===== config.mk =====
export PLATFORM = sky130hd
export DESIGN_NAME = fifo_uart_tx
export DESIGN_NICKNAME = d
export VERILOG_FILES = /design/src/rtl/uart_pkg.sv /design/src/rtl/uart_baud_cnt.sv /design/src/rtl/fifo_uart_tx.sv
export SDC_FILE = /design/constraint.sdc
export NUM_CORES = 1
export LEC_CHECK = 0
export CORE_ASPECT_RATIO = 0.8
export CORE_UTILIZATION = 43
export CTS_CLUSTER_DIAMETER = 30
export DETAILED_ROUTE_END_ITERATION = 16
export GPL_TIMING_DRIVEN = 0
export HOLD_SLACK_MARGIN = 0.12
export PLACE_DENSITY_LB_ADDON = 0.1
export SKIP_LAST_GASP = 1
export SYNTH_ARGS = -nofsm -noshare
export SYNTH_HDL_FRONTEND = slang
export SYNTH_SLANG_ARGS = --single-unit
export TNS_END_PERCENT = 5

===== constraint.sdc =====
create_clock -name clk -period 2.2 [get_ports clk]
set_clock_uncertainty 0.2 [all_clocks]
set_input_delay 0.22 -clock clk [delete_from_list [all_inputs] [get_ports clk]]
set_output_delay 0.22 -clock clk [all_outputs]
set_load 0.03 [all_outputs]

===== src/rtl/uart_pkg.sv =====
// Shared encodings and helpers for the FIFO-fed UART transmitter.
package uart_pkg;

  localparam int unsigned DEFAULT_CLKS_PER_BIT = 868;

  localparam int unsigned STATE_W = 3;
  typedef logic [STATE_W-1:0] state_t;

  localparam state_t ST_IDLE   = 3'd0;
  localparam state_t ST_FETCH  = 3'd1;
  localparam state_t ST_LOAD   = 3'd2;
  localparam state_t ST_START  = 3'd3;
  localparam state_t ST_DATA   = 3'd4;
  localparam state_t ST_PARITY = 3'd5;
  localparam state_t ST_STOP   = 3'd6;

  // Clock cycles from the first start-bit cycle to the last stop-bit cycle.
  function automatic int unsigned frame_len(input int unsigned clks_per_bit,
                                            input int unsigned data_w,
                                            input int unsigned parity_en,
                                            input int unsigned stop_bits);
    return clks_per_bit * (1 + data_w + parity_en + stop_bits);
  endfunction

endpackage


===== src/rtl/uart_baud_cnt.sv =====
// Bit-period counter: counts 0..CLKS_PER_BIT-1 and flags the last cycle of each bit.
module uart_baud_cnt
  import uart_pkg::*;
#(
  parameter int unsigned CLKS_PER_BIT = DEFAULT_CLKS_PER_BIT
) (
  input  logic clk,
  input  logic rst_n,
  input  logic clear_i,
  output logic bit_done_c
);

  localparam int unsigned CNT_W = $clog2(CLKS_PER_BIT);
  localparam logic [CNT_W-1:0] CNT_MAX = CNT_W'(CLKS_PER_BIT - 1);

  logic [CNT_W-1:0] cnt;

  // Free-running within a bit, wraps on the boundary, held at zero while cleared.
  always_ff @(posedge clk or negedge rst_n) begin
    if (!rst_n) begin
      cnt <= '0;
    end else if (clear_i || (cnt == CNT_MAX)) begin
      cnt <= '0;
    end else begin
      cnt <= cnt + CNT_W'(1);
    end
  end

  assign bit_done_c = !clear_i && (cnt == CNT_MAX);

endmodule


===== src/rtl/fifo_uart_tx.sv =====
// Pops bytes from a sync FIFO and serialises them as UART frames on tx_o.
module fifo_uart_tx
  import uart_pkg::*;
#(
  parameter int unsigned CLKS_PER_BIT = DEFAULT_CLKS_PER_BIT,
  parameter int unsigned DATA_W       = 8,
  parameter int unsigned PARITY_EN    = 0,
  parameter int unsigned STOP_BITS    = 1,
  parameter int unsigned RD_LAT       = 1
) (
  input  logic              clk,
  input  logic              rst_n,
  input  logic              enable_i,
  input  logic              empty_i,
  input  logic [DATA_W-1:0] data_i,
  output logic              rd_en_o,
  output logic              tx_o,
  output logic              busy_o
);

  localparam int unsigned BIT_CNT_W = (DATA_W > 2) ? $clog2(DATA_W) : 1;
  localparam logic [BIT_CNT_W-1:0] LAST_DATA = BIT_CNT_W'(DATA_W - 1);
  localparam logic [BIT_CNT_W-1:0] LAST_STOP = BIT_CNT_W'(STOP_BITS - 1);

  // Reject parameter combinations the datapath cannot honour.
  if (CLKS_PER_BIT < 2) begin : g_bad_clks_per_bit
    $error("fifo_uart_tx: CLKS_PER_BIT must be 2 or more");
  end
  if (RD_LAT > 1) begin : g_bad_rd_lat
    $error("fifo_uart_tx: RD_LAT must be 0 or 1");
  end
  if ((STOP_BITS < 1) || (STOP_BITS > 2)) begin : g_bad_stop_bits
    $error("fifo_uart_tx: STOP_BITS must be 1 or 2");
  end
  if (PARITY_EN > 1) begin : g_bad_parity_en
    $error("fifo_uart_tx: PARITY_EN must be 0 or 1");
  end

  state_t                 state;
  state_t                 next_state;
  logic [DATA_W-1:0]      shreg;
  logic [DATA_W-1:0]      shreg_nxt;
  logic                   par;
  logic                   par_nxt;
  logic [BIT_CNT_W-1:0]   bit_cnt;
  logic [BIT_CNT_W-1:0]   bit_cnt_nxt;
  logic                   capture_c;
  logic                   baud_clear_c;
  logic                   bit_done_c;
  logic                   tx_nxt;
  logic                   rd_en_nxt;
  logic                   busy_nxt;

  assign capture_c    = ((state == ST_FETCH) && (RD_LAT == 0)) || (state == ST_LOAD);
  assign baud_clear_c = (state == ST_IDLE) || (state == ST_FETCH) || (state == ST_LOAD);

  uart_baud_cnt #(
    .CLKS_PER_BIT(CLKS_PER_BIT)
  ) u_baud_cnt (
    .clk       (clk),
    .rst_n     (rst_n),
    .clear_i   (baud_clear_c),
    .bit_done_c(bit_done_c)
  );

  // State register.
  always_ff @(posedge clk or negedge rst_n) begin
    if (!rst_n) begin
      state <= ST_IDLE;
    end else begin
      state <= next_state;
    end
  end

  // Next-state logic; empty_i only matters while idle.
  always_comb begin
    next_state = state;
    case (state)
      ST_IDLE:   if (enable_i && !empty_i) next_state = ST_FETCH;
      ST_FETCH:  next_state = (RD_LAT == 1) ? ST_LOAD : ST_START;
      ST_LOAD:   next_state = ST_START;
      ST_START:  if (bit_done_c) next_state = ST_DATA;
      ST_DATA:   if (bit_done_c && (bit_cnt == LAST_DATA))
                   next_state = (PARITY_EN != 0) ? ST_PARITY : ST_STOP;
      ST_PARITY: if (bit_done_c) next_state = ST_STOP;
      ST_STOP:   if (bit_done_c && (bit_cnt == LAST_STOP)) next_state = ST_IDLE;
      default:   next_state = ST_IDLE;
    endcase
  end

  // Datapath next values: byte capture, LSB-first shifting, data/stop bit counting.
  always_comb begin
    shreg_nxt   = shreg;
    par_nxt     = par;
    bit_cnt_nxt = bit_cnt;
    if (capture_c) begin
      shreg_nxt   = data_i;
      par_nxt     = ^data_i;
      bit_cnt_nxt = '0;
    end else if ((state == ST_DATA) && bit_done_c) begin
      shreg_nxt   = shreg >> 1;
      bit_cnt_nxt = (bit_cnt == LAST_DATA) ? '0 : bit_cnt + BIT_CNT_W'(1);
    end else if ((state == ST_STOP) && bit_done_c) begin
      bit_cnt_nxt = (bit_cnt == LAST_STOP) ? '0 : bit_cnt + BIT_CNT_W'(1);
    end
  end

  // Output decode from the upcoming state so the registered pins line up with it.
  always_comb begin
    tx_nxt    = 1'b1;
    rd_en_nxt = 1'b0;
    busy_nxt  = (next_state != ST_IDLE);
    case (next_state)
      ST_FETCH:  rd_en_nxt = 1'b1;
      ST_START:  tx_nxt    = 1'b0;
      ST_DATA:   tx_nxt    = shreg_nxt[0];
      ST_PARITY: tx_nxt    = par_nxt;
      default:   tx_nxt    = 1'b1;
    endcase
  end

  // Datapath and output registers.
  always_ff @(posedge clk or negedge rst_n) begin
    if (!rst_n) begin
      shreg   <= '0;
      par     <= 1'b0;
      bit_cnt <= '0;
      tx_o    <= 1'b1;
      rd_en_o <= 1'b0;
      busy_o  <= 1'b0;
    end else begin
      shreg   <= shreg_nxt;
      par     <= par_nxt;
      bit_cnt <= bit_cnt_nxt;
      tx_o    <= tx_nxt;
      rd_en_o <= rd_en_nxt;
      busy_o  <= busy_nxt;
    end
  end

endmodule

; ---- Word-level counts from Yosys, hierarchy flattened
; Cells that the tools add are included.
; W data, S select, Z words.
[totals]
reg_bits = 28
latch_bits = 0
mem_bits_rw = 0
romBits = 0
in_bits = 12
output_inout_bits = 3
elab_cells = 57
memories = 0
[op_classes]
n_addsub = 2
multipliers = 0
n_div = 0
n_lt_le_gt_ge = 0
eq_ne = 12
shifts = 0
n_mux = 17
bitwise = 0
n_reduce_logical = 17
[ops]
columns = op, n
row1 = $mux W3, 10
row2 = $pmux W3 S7, 1
row3 = $eq A3 B3 Y1 const B, 6
row4 = $mux W8, 2
row5 = $add A10 B1 Y10 const B, 1
row6 = $eq A10 B10 Y1 const B, 1
row7 = $mux W10, 1
row8 = $eq A3 B2 Y1 const B, 3
row9 = $reduce_xor A8 Y1, 1
row10 = $eq A3 B1 Y1 const B, 2
row11 = $logic_and A1 B1 Y1, 6
row12 = $logic_not A3 Y1, 2
row13 = $reduce_bool A3 Y1, 2
row14 = $add A3 B1 Y3 const B, 1
row15 = $logic_or A1 B1 Y1, 3
row16 = $pmux W1 S3, 1
row17 = $logic_not A1 Y1, 2
row18 = $mux W1, 2
row19 = $reduce_bool A2 Y1, 1

; ---- Longest topological paths before layout
; Gate-level depths: netlist (run 1).
[depth]
depth_word = 10
mapped_depth = 7
ltp_nobuf = 7

; ---- Modules after synthesis
; Synthesis (run 1) repeated with hierarchy kept, for this count alone.
[unflattened]
hier_cells = 152
hier_area_um2 = 1520.2
[modules_own_cells]
columns = module, n_inst, cells_per_inst, area_each_um2, seq_area_each_um2
row1 = fifo_uart_tx, 1, 99, 985.9, 451.7
row2 = uart_baud_cnt, 1, 53, 534.3, 250.2

; ---- Worst setup path before layout (run 1)
; No wires, ideal clock.
[synth_timing]
path_kind = register to register
from = register u_baud_cnt.cnt[0]
to = register busy_o
setup_ns = 0.131
arrival_ns = 1.642
required_time_ns = 1.869
path_slack_ns = 0.226
path_stages_with_launch = 7
cell_sequence = dfrtp_1 ha_1 and4b_1 and3_4 nand2_2 a211o_1 or3_1
[synth_between]
elab_chain_len = 6
word_cells_on_any_way = 10
cone_classes = 1 x eq/ne / 5 x mux / 4 x reduce/logical
[synth_rtl]
columns = element, line_no
row1 = from (decl), uart_baud_cnt.sv:16  ; logic [CNT_W-1:0] cnt;
row2 = from (signal assigned), uart_baud_cnt.sv:25  ; cnt <= cnt + CNT_W'(1);
row3 = $eq A10 B10 Y1 *, uart_baud_cnt.sv:29  ; assign bit_done_c = !clear_i && (cnt == CNT_MAX);
row4 = $logic_and A1 B1 Y1 *, uart_baud_cnt.sv:29
row5 = "$logic_and A1 B1 Y1, on equally long branches", "fifo_uart_tx.sv:86, fifo_uart_tx.sv:83"
row6 = "$mux W3, on equally long branches", "fifo_uart_tx.sv:86, fifo_uart_tx.sv:83"
row7 = $pmux W3 S7 *, fifo_uart_tx.sv:78  ; case (state)
row8 = via next_state[0], fifo_uart_tx.sv:40  ; state_t next_state;
row9 = $reduce_bool A3 Y1 *, fifo_uart_tx.sv:112  ; busy_nxt = (next_state != ST_IDLE);
row10 = via busy_nxt, fifo_uart_tx.sv:52  ; logic busy_nxt;
row11 = to (signal assigned), fifo_uart_tx.sv:137  ; busy_o <= busy_nxt;
row12 = to (decl), fifo_uart_tx.sv:18  ; output logic busy_o
; The timed path passes the listed nets; every way through them passes the cells marked *.
; A chain may end at the register's enable or synchronous reset.

; ---- Worst setup path after layout (run 1)
; Ends and elaborated chain as after synthesis.

==> out/metrics.yaml, run 1 <==
setup_path:
  setup.worst_path.end_class: "register"
  path_max_fanout: 3
  cp-start-kind: "register"
  setup.worst_path.class: "register to register"
  worstPathArrival_ns: 2.06
  required_ns: 2.16
synthesis:
  syn_area_per_cell_um2: 10.7
  ys_seq_area_share_pct: 47.6
  ys_ff_latch: 28
  synth_top_area_share_pct: 45.8
  synth_ff_type: "dfrtp_1"
  yosys-top-cells-count: "dfrtp_1 (27), nor2_1 (13), xnor2_1 (11), nand2_1 (10), o21ai_0 (6)"
  synth_top_cell_by_area: "dfrtp_1"
  syn_nets: 154
  synth-edff-count: 0
  yosysWarningCount: 0
  syn_area_um2: 1480
  yosys-top-cells-area: "dfrtp_1 (46%), xnor2_1 (6.5%), ha_1 (3.4%)"
  ys_types: 45
  synth_most_common_cell: "dfrtp_1"
  async_flop_share_pct: 100
  syn_inst: 138
layout:
  regArea_um2: 702
  antenna_cells: 0
  area_delta_synth_final_pct: 20.6
  nets: 179
  fill_cells: 270
  drive_gt1_share_pct: 17.3
  multiInputGateArea_um2: 732
  finalInstanceArea_um2: 1780
timing:
  drv_slew: 0
  finalSetupViolCount: 0
  hold_viol_final: 0
  post-route-min-period_ns: 2.11
  worst_slew_pin_slew_ns: 0.612
  tns_ns: 0
  layout_worst_path_cycle_share_pct: 95.8
  max_freq_mhz: 474
  relSlewSlack_pct: 59.2
  rsz0062_at_grt: "no"
flow_run:
  max_cap_violations: 0
place:
  hpwl_um: 1970
  place_congestion: 0.875
  io_buffer_count: 14
  post_dp_cell_area_um2: 1670
clocking:
  cts_inserted_buffers: 3
  path_clk_slew_ns: 0.09
  clkLatencyLatePin_ns: 0.27
  cts_sinks: 28
  cts_tree: "done"
  cts_root_buf: "clkbuf_8"
  cts_max_path_buffers: 2
  htreeDepth: 1
power:
  max-vdd-ir-drop_mv: 0.454
  finalPower_mw: 1.57
  p_leak_nw: 0.781
  pwr_density_cell_nw_per_um2: 880
global_route:
  grt_max_degree: 29
  grt_pass1_vias: 1043
  grt.total_usage_pct: 17.7
  gr-total-overflow: 0
  grt_first_pass_wirelength_um: 4750
  grt_antenna_before_repair: 0
routing:
  routed-via-count: 1055
  wirelength_um: 2710
  postRouteAntennaNets: 0
  wire_per_inst_um: 13.4
  drtIter0Drc: 53
  avgViaCountPerCell: 5.22
  drc: 0
  drtPass1Iterations: 4
floorplanning:
  core_area_um2: 3180
  die_h_um: 54.4
  start_util_pct: 46.5
  die_area_um2: 3670
  row_count: 18
  fp.dieW_um: 67.5
  ios: 15
outcome:
  outcome: "completed"
worst_hold_path:
  hold_class: "primary input to asynchronous set/reset pin"
-- timing repair --
item / 4_1_cts / 5_1_grt
endpoints found under the hold margin: 0 / 27
pin swaps: 1 / 1
setup buffers: 2 / 3
hold buffers: 0 / 1
endpoints found under the setup margin: 1 / 9
resized for setup: 0 / 4
cloned: 0 / 0
-- final timing paths --
kind,start,end,slack (ns),cells past startpoint
worst max-delay path,u_baud_cnt.cnt[0]$_DFF_PN0_,busy_o$_DFF_PN0_,0.09,6
worst min-delay path,rst_n,rd_en_o$_DFF_PN0_,0.28,2
worst max register to register,u_baud_cnt.cnt[0]$_DFF_PN0_,busy_o$_DFF_PN0_,0.09,6
worst min register to register,par$_DFF_PN0_,par$_DFF_PN0_,0.29,2
max in group asynchronous,rst_n,state[0]$_DFF_PN0_,1.11,2
min in group clk,par$_DFF_PN0_,par$_DFF_PN0_,0.29,2
-- worst max-delay path, cell delays in order (launching register included) --
cell     delay (ns)
dfrtp_1        0.43
ha_4           0.17
and4b_2        0.26
and3_4         0.21
nand2_2        0.06
a211o_1        0.34
or3_1          0.32
-- through the flow --
step	util (%)	hold slack (ns)	cells	worst slack, ns
2_1_floorplan	-	-0.276	138	0.226
3_3_place_gp	52.4	0.277	192	0.0104
3_5_place_dp	52.4	0.275	192	0.0189
4_1_cts	54.6	0.297	198	0.0249
5_1_grt	56.0	0.336	202	0.00819
6_report	56.0	0.285	202	0.0923
-- cell usage in the layout (no fill, tap or decap), types with 2 or more instances in the layout --
master           netlist  layout
xnor2_1               11      11
xor2_1                 4       4
a21oi_1                3       3
buf_4                  0       5
nand3_1                5       5
nor2_1                13      13
and3_1                 2       2
inv_1                  2       2
o21ai_0                6       6
mux2i_1                3       3
nand2b_1               3       3
or3_1                  3       3
clkbuf_8               2       6
a221o_1                4       4
and2_1                 4       4
nor3_4                 2       2
nor3_1                 3       3
clkbuf_1               2       2
nand2_1               10      10
clkdlybuf4s50_1        0      13
dfrtp_1               27      27
ha_1                   4       3
-- registers in the layout, summed over array words and instances, names as in the netlist --
name,flops
bit_cnt,3
rd_en_o,1
shreg,8
busy_o,1
tx_o,1
u_baud_cnt.cnt,10
par,1
state,3
-- layer usage --
layer  part of all wire [%]  vias up  global-route usage [%]  routed length (um)
met5                      0        -                       0                   0
met3                    4.4        4                    4.58                 118
met4                   0.92        0                    4.61                  25
met2                     45       20                    28.1                1210
met1                     50      493                    24.0                1350
li1                       -      538                       -                   -
-- final cells by class --
type                    instances  area share (%)
well taps                      40            2.81
repair buffers                 20            10.3
inverters                       3           0.633
clock buffers                   4            3.09
plain buffers                   5            2.60
multi-input cells             102            41.1
flip-flops and latches         28            39.5
-- kinds of logic after synthesis --
logic type | synth area share [%]
fa+ha+maj | 3.39
xor+xnor | 8.91
buf+inv | 3.90
flops | 47.6
compound gates | 11.5
simple gates | 22.7
mux | 2.04
-- report_power, final --
part / switching [mW] / total (mW) / internal, mW
sequential: 0.113 / 0.764 / 0.652
combinational: 0.228 / 0.488 / 0.260
clock: 0.153 / 0.313 / 0.160
(Power assumes the default switching activity.)
==> run 2, diff against run 1 <==
--- a/config.mk
+++ b/config.mk
@@ -5,6 +5,7 @@
 export SDC_FILE = /design/constraint.sdc
 export NUM_CORES = 1
 export LEC_CHECK = 0
+export CAP_MARGIN = 20
 export CORE_ASPECT_RATIO = 0.8
 export CORE_UTILIZATION = 43
 export CTS_CLUSTER_DIAMETER = 30
==> out/metrics.yaml, run 2 (same netlist as run 1, synthesis figures left out) <==
floorplanning:
  ios: 15
  fp.dieW_um: 67.5
  die_area_um2: 3670
  start_util_pct: 46.5
  die_h_um: 54.4
  row_count: 18
  core_area_um2: 3180
global_route:
  gr-total-overflow: 0
  grt.total_usage_pct: 18.3
  grt_pass1_vias: 1086
  grt_antenna_before_repair: 0
  grt_first_pass_wirelength_um: 4960
  grt_max_degree: 21
place:
  dp_cells: 193
  dp_slack_ns: 0.00813
  io_buffer_count: 14
  place_congestion: 0.875
  hpwl_um: 2080
timing:
  setup_ws_ns: 0.0753
  drv_slew: 0
  hold_viol_final: 0
  max_freq_mhz: 471
  relSlewSlack_pct: 64.5
  worst_slew_pin_slew_ns: 0.531
  whs_ns: 0.291
  layout_worst_path_cycle_share_pct: 96.6
  finalSetupViolCount: 0
  post-route-min-period_ns: 2.12
setup_path:
  required_ns: 2.16
  setup.worst_path.class: "register to register"
  path_max_fanout: 4
  setup.worst_path.end_class: "register"
  cp-start-kind: "register"
  worstPathArrival_ns: 2.08
  r2r-start: "bit_cnt[0]$_DFFE_PN0P_"
  startpoint: "bit_cnt[0]$_DFFE_PN0P_"
layout:
  layout_common_cells: "dfrtp_1 (27), clkdlybuf4s50_1 (14), nor2_1 (13)"
  drive_gt1_share_pct: 16.6
  top_register: "u_baud_cnt.cnt"
  area_delta_synth_final_pct: 24.3
  largest_reg_flops: 10
  instances_no_fill: 203
  nets: 180
  antenna_cells: 0
  final_common_cell: "dfrtp_1"
  top_regs: "u_baud_cnt.cnt: 10 flops, shreg: 8 flops"
power:
  p_leak_nw: 0.798
  intPower_mw: 1.18
  max-vdd-ir-drop_mv: 0.514
  pwr-share-seq_pct: 45.2
  switching_share_pct: 30.4
  power_switching_mw: 0.513
  pwr-share-comb_pct: 31.1
  pwr_density_cell_nw_per_um2: 921
  power_frac_clock_pct: 23.7
worst_hold_path:
  min_from: "par$_DFF_PN0_"
  hold_class: "register to register"
routing:
  avgViaCountPerCell: 5.28
  wirelength_um: 2810
  postRouteAntennaNets: 0
  drtPass1Iterations: 4
  drtIter0Drc: 55
  wire_per_inst_um: 13.9
  routed-via-count: 1071
  drc: 0
outcome:
  outcome: "completed"
clocking:
  cts_sinks: 28
  htreeDepth: 1
  path_clk_slew_ns: 0.09
  cts_max_path_buffers: 2
  cts_tree: "done"
  cts_inserted_buffers: 3
  cts_root_buf: "clkbuf_8"
  clkLatencyLatePin_ns: 0.27
flow_run:
  max_cap_violations: 0
## run 2: path summary, 6_finish.rpt
| check | to | slack, ns | cells past startpoint |
|---|---|---|---|
| worst max-delay path | busy_o$_DFF_PN0_ | 0.08 | 7 |
| worst min-delay path | par$_DFF_PN0_ | 0.29 | 2 |
| worst max register to register | busy_o$_DFF_PN0_ | 0.08 | 7 |
| worst min register to register | par$_DFF_PN0_ | 0.29 | 2 |
| max in group asynchronous | shreg[3]$_DFFE_PN0P_ | 0.70 | 3 |
| min in group asynchronous | state[2]$_DFF_PN0_ | 0.63 | 2 |
## run 2: routing by layer
layer	GRT usage [%]	vias to the layer above	wire, um
li1	-	538	-
met1	25.5	513	1430
met2	28.4	18	1270
met3	5.21	2	101
met4	3.19	0	14
met5	0	-	0
## run 2: what timing repair did
| action | in CTS | in global routing |
|---|---|---|
| resized for setup | 0 | 4 |
| pin swaps | 1 | 1 |
| setup endpoints to repair | 3 | 9 |
| hold endpoints to repair | 7 | 0 |
| hold buffers | 1 | 0 |
| setup buffers | 1 | 4 |
## run 2: power groups by stage
stage | clock, mW | combinational, mW | sequential (mW)
after detailed placement | 0 | 0.440 | 0.767
after global placement | 0 | 0.427 | 0.760
after floorplan | 0 | 0.312 | 0.757
after CTS | 0.408 | 0.448 | 0.756
after global routing | 0.433 | 0.593 | 0.783
final | 0.400 | 0.526 | 0.763
## run 2: metrics by stage
step | power [mW] | instance area [um2] | setup TNS, ns | utilization, %
final | 1.69 | 1830 | 0 | 57.7
after global routing | 1.81 | 1830 | -0.00398 | 57.7
after CTS | 1.61 | 1780 | 0 | 56.1
after detailed placement | 1.21 | 1690 | 0 | 53.3
after global placement | 1.19 | 1670 | 0 | 52.4
after floorplan | 1.07 | 1480 | 0 | -
## run 2: final cells by class
cell class              count  area (um2)
plain buffers               5        46.3
clock buffers               3        41.3
clock inverters             1        30.0
fillers                   263        1340
inverters                   3        11.3
multi-input cells         102         737
flip-flops and latches     28         702
well taps                  40        50.0
repair buffers             21         215
## run 2: critical path, cell delays in order, from the launching register on
cell and delay [ns]:
dfrtp_1 0.43, inv_1 0.07, ha_1 0.16, nor2b_1 0.23, a41oi_1 0.16, nand2b_1 0.16, a31o_2 0.25, or3_1 0.35
==> RTL change: new RTL, flow settings as in run 1 <==
Change the parameter `PARITY_EN` from 0 to 1.
--- a/src/rtl/fifo_uart_tx.sv
+++ b/src/rtl/fifo_uart_tx.sv
@@ -6,3 +6,3 @@
   parameter int unsigned DATA_W       = 8,
-  parameter int unsigned PARITY_EN    = 0,
+  parameter int unsigned PARITY_EN    = 1,
   parameter int unsigned STOP_BITS    = 1,
Behaviour: no difference found for any inputs over 10 cycles, from zero or initial values and one cycle with rst_n low; that may be too few to reach the edited logic, so the function may still have changed.
==> RTL change against run 1 <==
  * Cell count increased by 7.4%
  * Setup slack got worse by 35 ps
  * Wire length increased by 10%
  * Sequential cell count unchanged
  * Count of clock-buffer cells in the layout unchanged
  * Fmax decreased by 1.6%
  * Synthesized area increased by 4.0%
  * Total power decreased by 13%
  * Cell area increased by 1.8%
==> RTL change: results (changes against run 1) <==
- Status: completed
- Number of synthesized flops with an enable pin: 0 (unchanged)
- Max rail drop VDD: 0.3447 mV (-24%)
- Syn Nets: 170 (+10%)
- Reg2reg end: shreg[6]
- Worst-Margin Slew: 634.0 ps (+21.60 ps)
- H-tree level count: 1 (unchanged)
- DP HPWL: 2142 µm (+8.7%)
- Non-filler cells, final: 217 (+7.4%)
- Placed Cells: 210 (+9.4%)
- Share of layout cells above drive strength 1: 13.14% (-4.1 points)
- Clock buffer count from CTS: 3 (unchanged)
- Iteration count of the initial detailed-routing pass: 4 (unchanged)
- Cell-internal power: 941.7 µW (-12%)
- Seq/Total Area, Yosys: 45.76% (-1.8 points)
- Max incr delay on CP: 440 ps
- Start point of the critical path: state[0]
- Synthesized area per cell: 9.961 µm² (-6.8%)
- Crit-path max FO: 10 (+7)
- Top cells by count, synth: 27 x dfrtp_1, 14 x nor2_1, 12 x nand2_1, 12 x xnor2_1, 7 x nor3_1
- Post-synthesis async set-or-reset flop share: 100.0% (unchanged)
- Post-Synth Adder-Cell Area: 3.263% (-0.13 points)
- DR iter-0 viols: 80 (+51%)
- Nets: 192 (+7.3%)
- Via count: 1,148 (+8.8%)
- Area fraction in compound gates after synthesis: 11.34% (-0.11 points)
- Pre-CTS setup slack: -191.5 ps (-210.4 ps)
- FF-to-FF setup slack: 60 ps (-30 ps)
- Top Family by Delay on Critical Path: simple AND/OR/NAND/NOR gates
- Ant diodes: 0 (unchanged)
- First-pass GRT wire length: 5057 µm (+6.5%)
- Synth Area in XOR/XNOR: 8.564% (-0.34 points)
- RD Place Congestion: 0.7984 (-8.8%)
- CTS max path bufs: 2 (unchanged)
- Root Driver: clkbuf_8
- Port Buffers: 14 (unchanged)
- Synth cell types: 43 (-4.4%)
- Syn. warnings: 0 (unchanged)
- Worst r2r path cells: 5 (-1)
- Slowest cell on crit path: nor3b_2
- Mux contribution to synthesized area: 3.997% (+2.0 points)
- Ranking of synthesized cells by area: dfrtp_1 44%, xnor2_1 6.9%, nor2_1 3.4%
- Fillers: 329 (+22%)
- Clk_lat worst skew: ~280 ps
- Leakage dissipation: 0.0007692 µW (-1.5%)
- Initial antenna violation count: 0 (unchanged)
- Pin count of the biggest net entering global routing: 29 (unchanged)
- Final wirelength: 2992 µm (+10%)
- Number of global-route vias before repair: 1,040 (-0.29%)
- CP arrival: 2110 ps (+50 ps)
- Cell taking the most area after synthesis: dfrtp_1
- Regs by FF count: u_baud_cnt.cnt (10), shreg (8)
- Tot GR Track Use: 18.04% (+0.36 points)
- Worst-path clk slew: about 100 ps
- HP Class: input pin to async pin
RTL change: changes by cell type in the layout (fill, tap and decap cells not counted), sizes merged, moves of 3 or more:
cell          run 1  this run
a221o             4         0
and2              5         2
inv               3         6
nand4             1         5
or3               4         1
RTL change: cell families after synthesis:
| kind of cell | count (synthesis) |
|---|---|
| DFF | 28 |
| muxes | 6 |
| xor gates and xnor gates | 15 |
| adders and majority gates | 4 |
| AOI/OAI and AO/OA | 25 |
| and+or+nand+nor | 63 |
| buffers and inverters | 13 |
RTL change: worst max path at each step:
| stage | endpoint | slack, ps | cells after the start |
|---|---|---|---|
| 3_3_place_gp | shreg[4] | -130 | 5 |
| 3_5_place_dp | shreg[6] | -190 | 5 |
| 6_report | shreg[6] | 60 | 5 |
| 4_1_cts | u_baud_cnt.cnt[9] | -8 | 6 |
| 5_1_grt | shreg[6] | -100 | 5 |
| 2_1_floorplan | tx_o | 250 | 5 |
RTL change: area by class of cell:
cell class	instances	area share, %
Buffer	7	1.796
Clock buffer	4	3.039
Inverter	6	1.243
Multi-Input combinational cell	113	43.44
Sequential cell	28	38.74
Tap cell	42	2.901
Timing Repair Buffer	17	8.840
RTL change: through the flow:
stage	cell area (µm²)	TNS, ps	hold slack (ps)
final	1812	0	286.6
after global routing	1812	-320.5	324.0
after CTS	1802	-12.86	295.7
after detailed placement	1727	-578.9	271.2
after global placement	1727	-382.7	259.2
after floorplan	1534	0	-275.6
RTL change: layer usage:
layer	share of wire, %	global-route usage [%]
met5	0	0
met4	1.0	5.248
met3	3.2	4.959
met2	40	22.55
met1	56	29.50
RTL change: timing repair:
item	CTS	global route
pin swaps	1	0
endpoints found under the hold margin	0	27
hold buffers	0	1
resized for setup	1	1
setup buffers	2	0
endpoints found under the setup margin	11	15
RTL change: power groups by stage:
stage               combinational (µW)  clock, µW  sequential, µW
floorplan                          267          0             683
CTS                                348        335             694
global placement                   338          0             702
global route                       394        349             713
detailed placement                 345          0             705
finish                             350        320             694
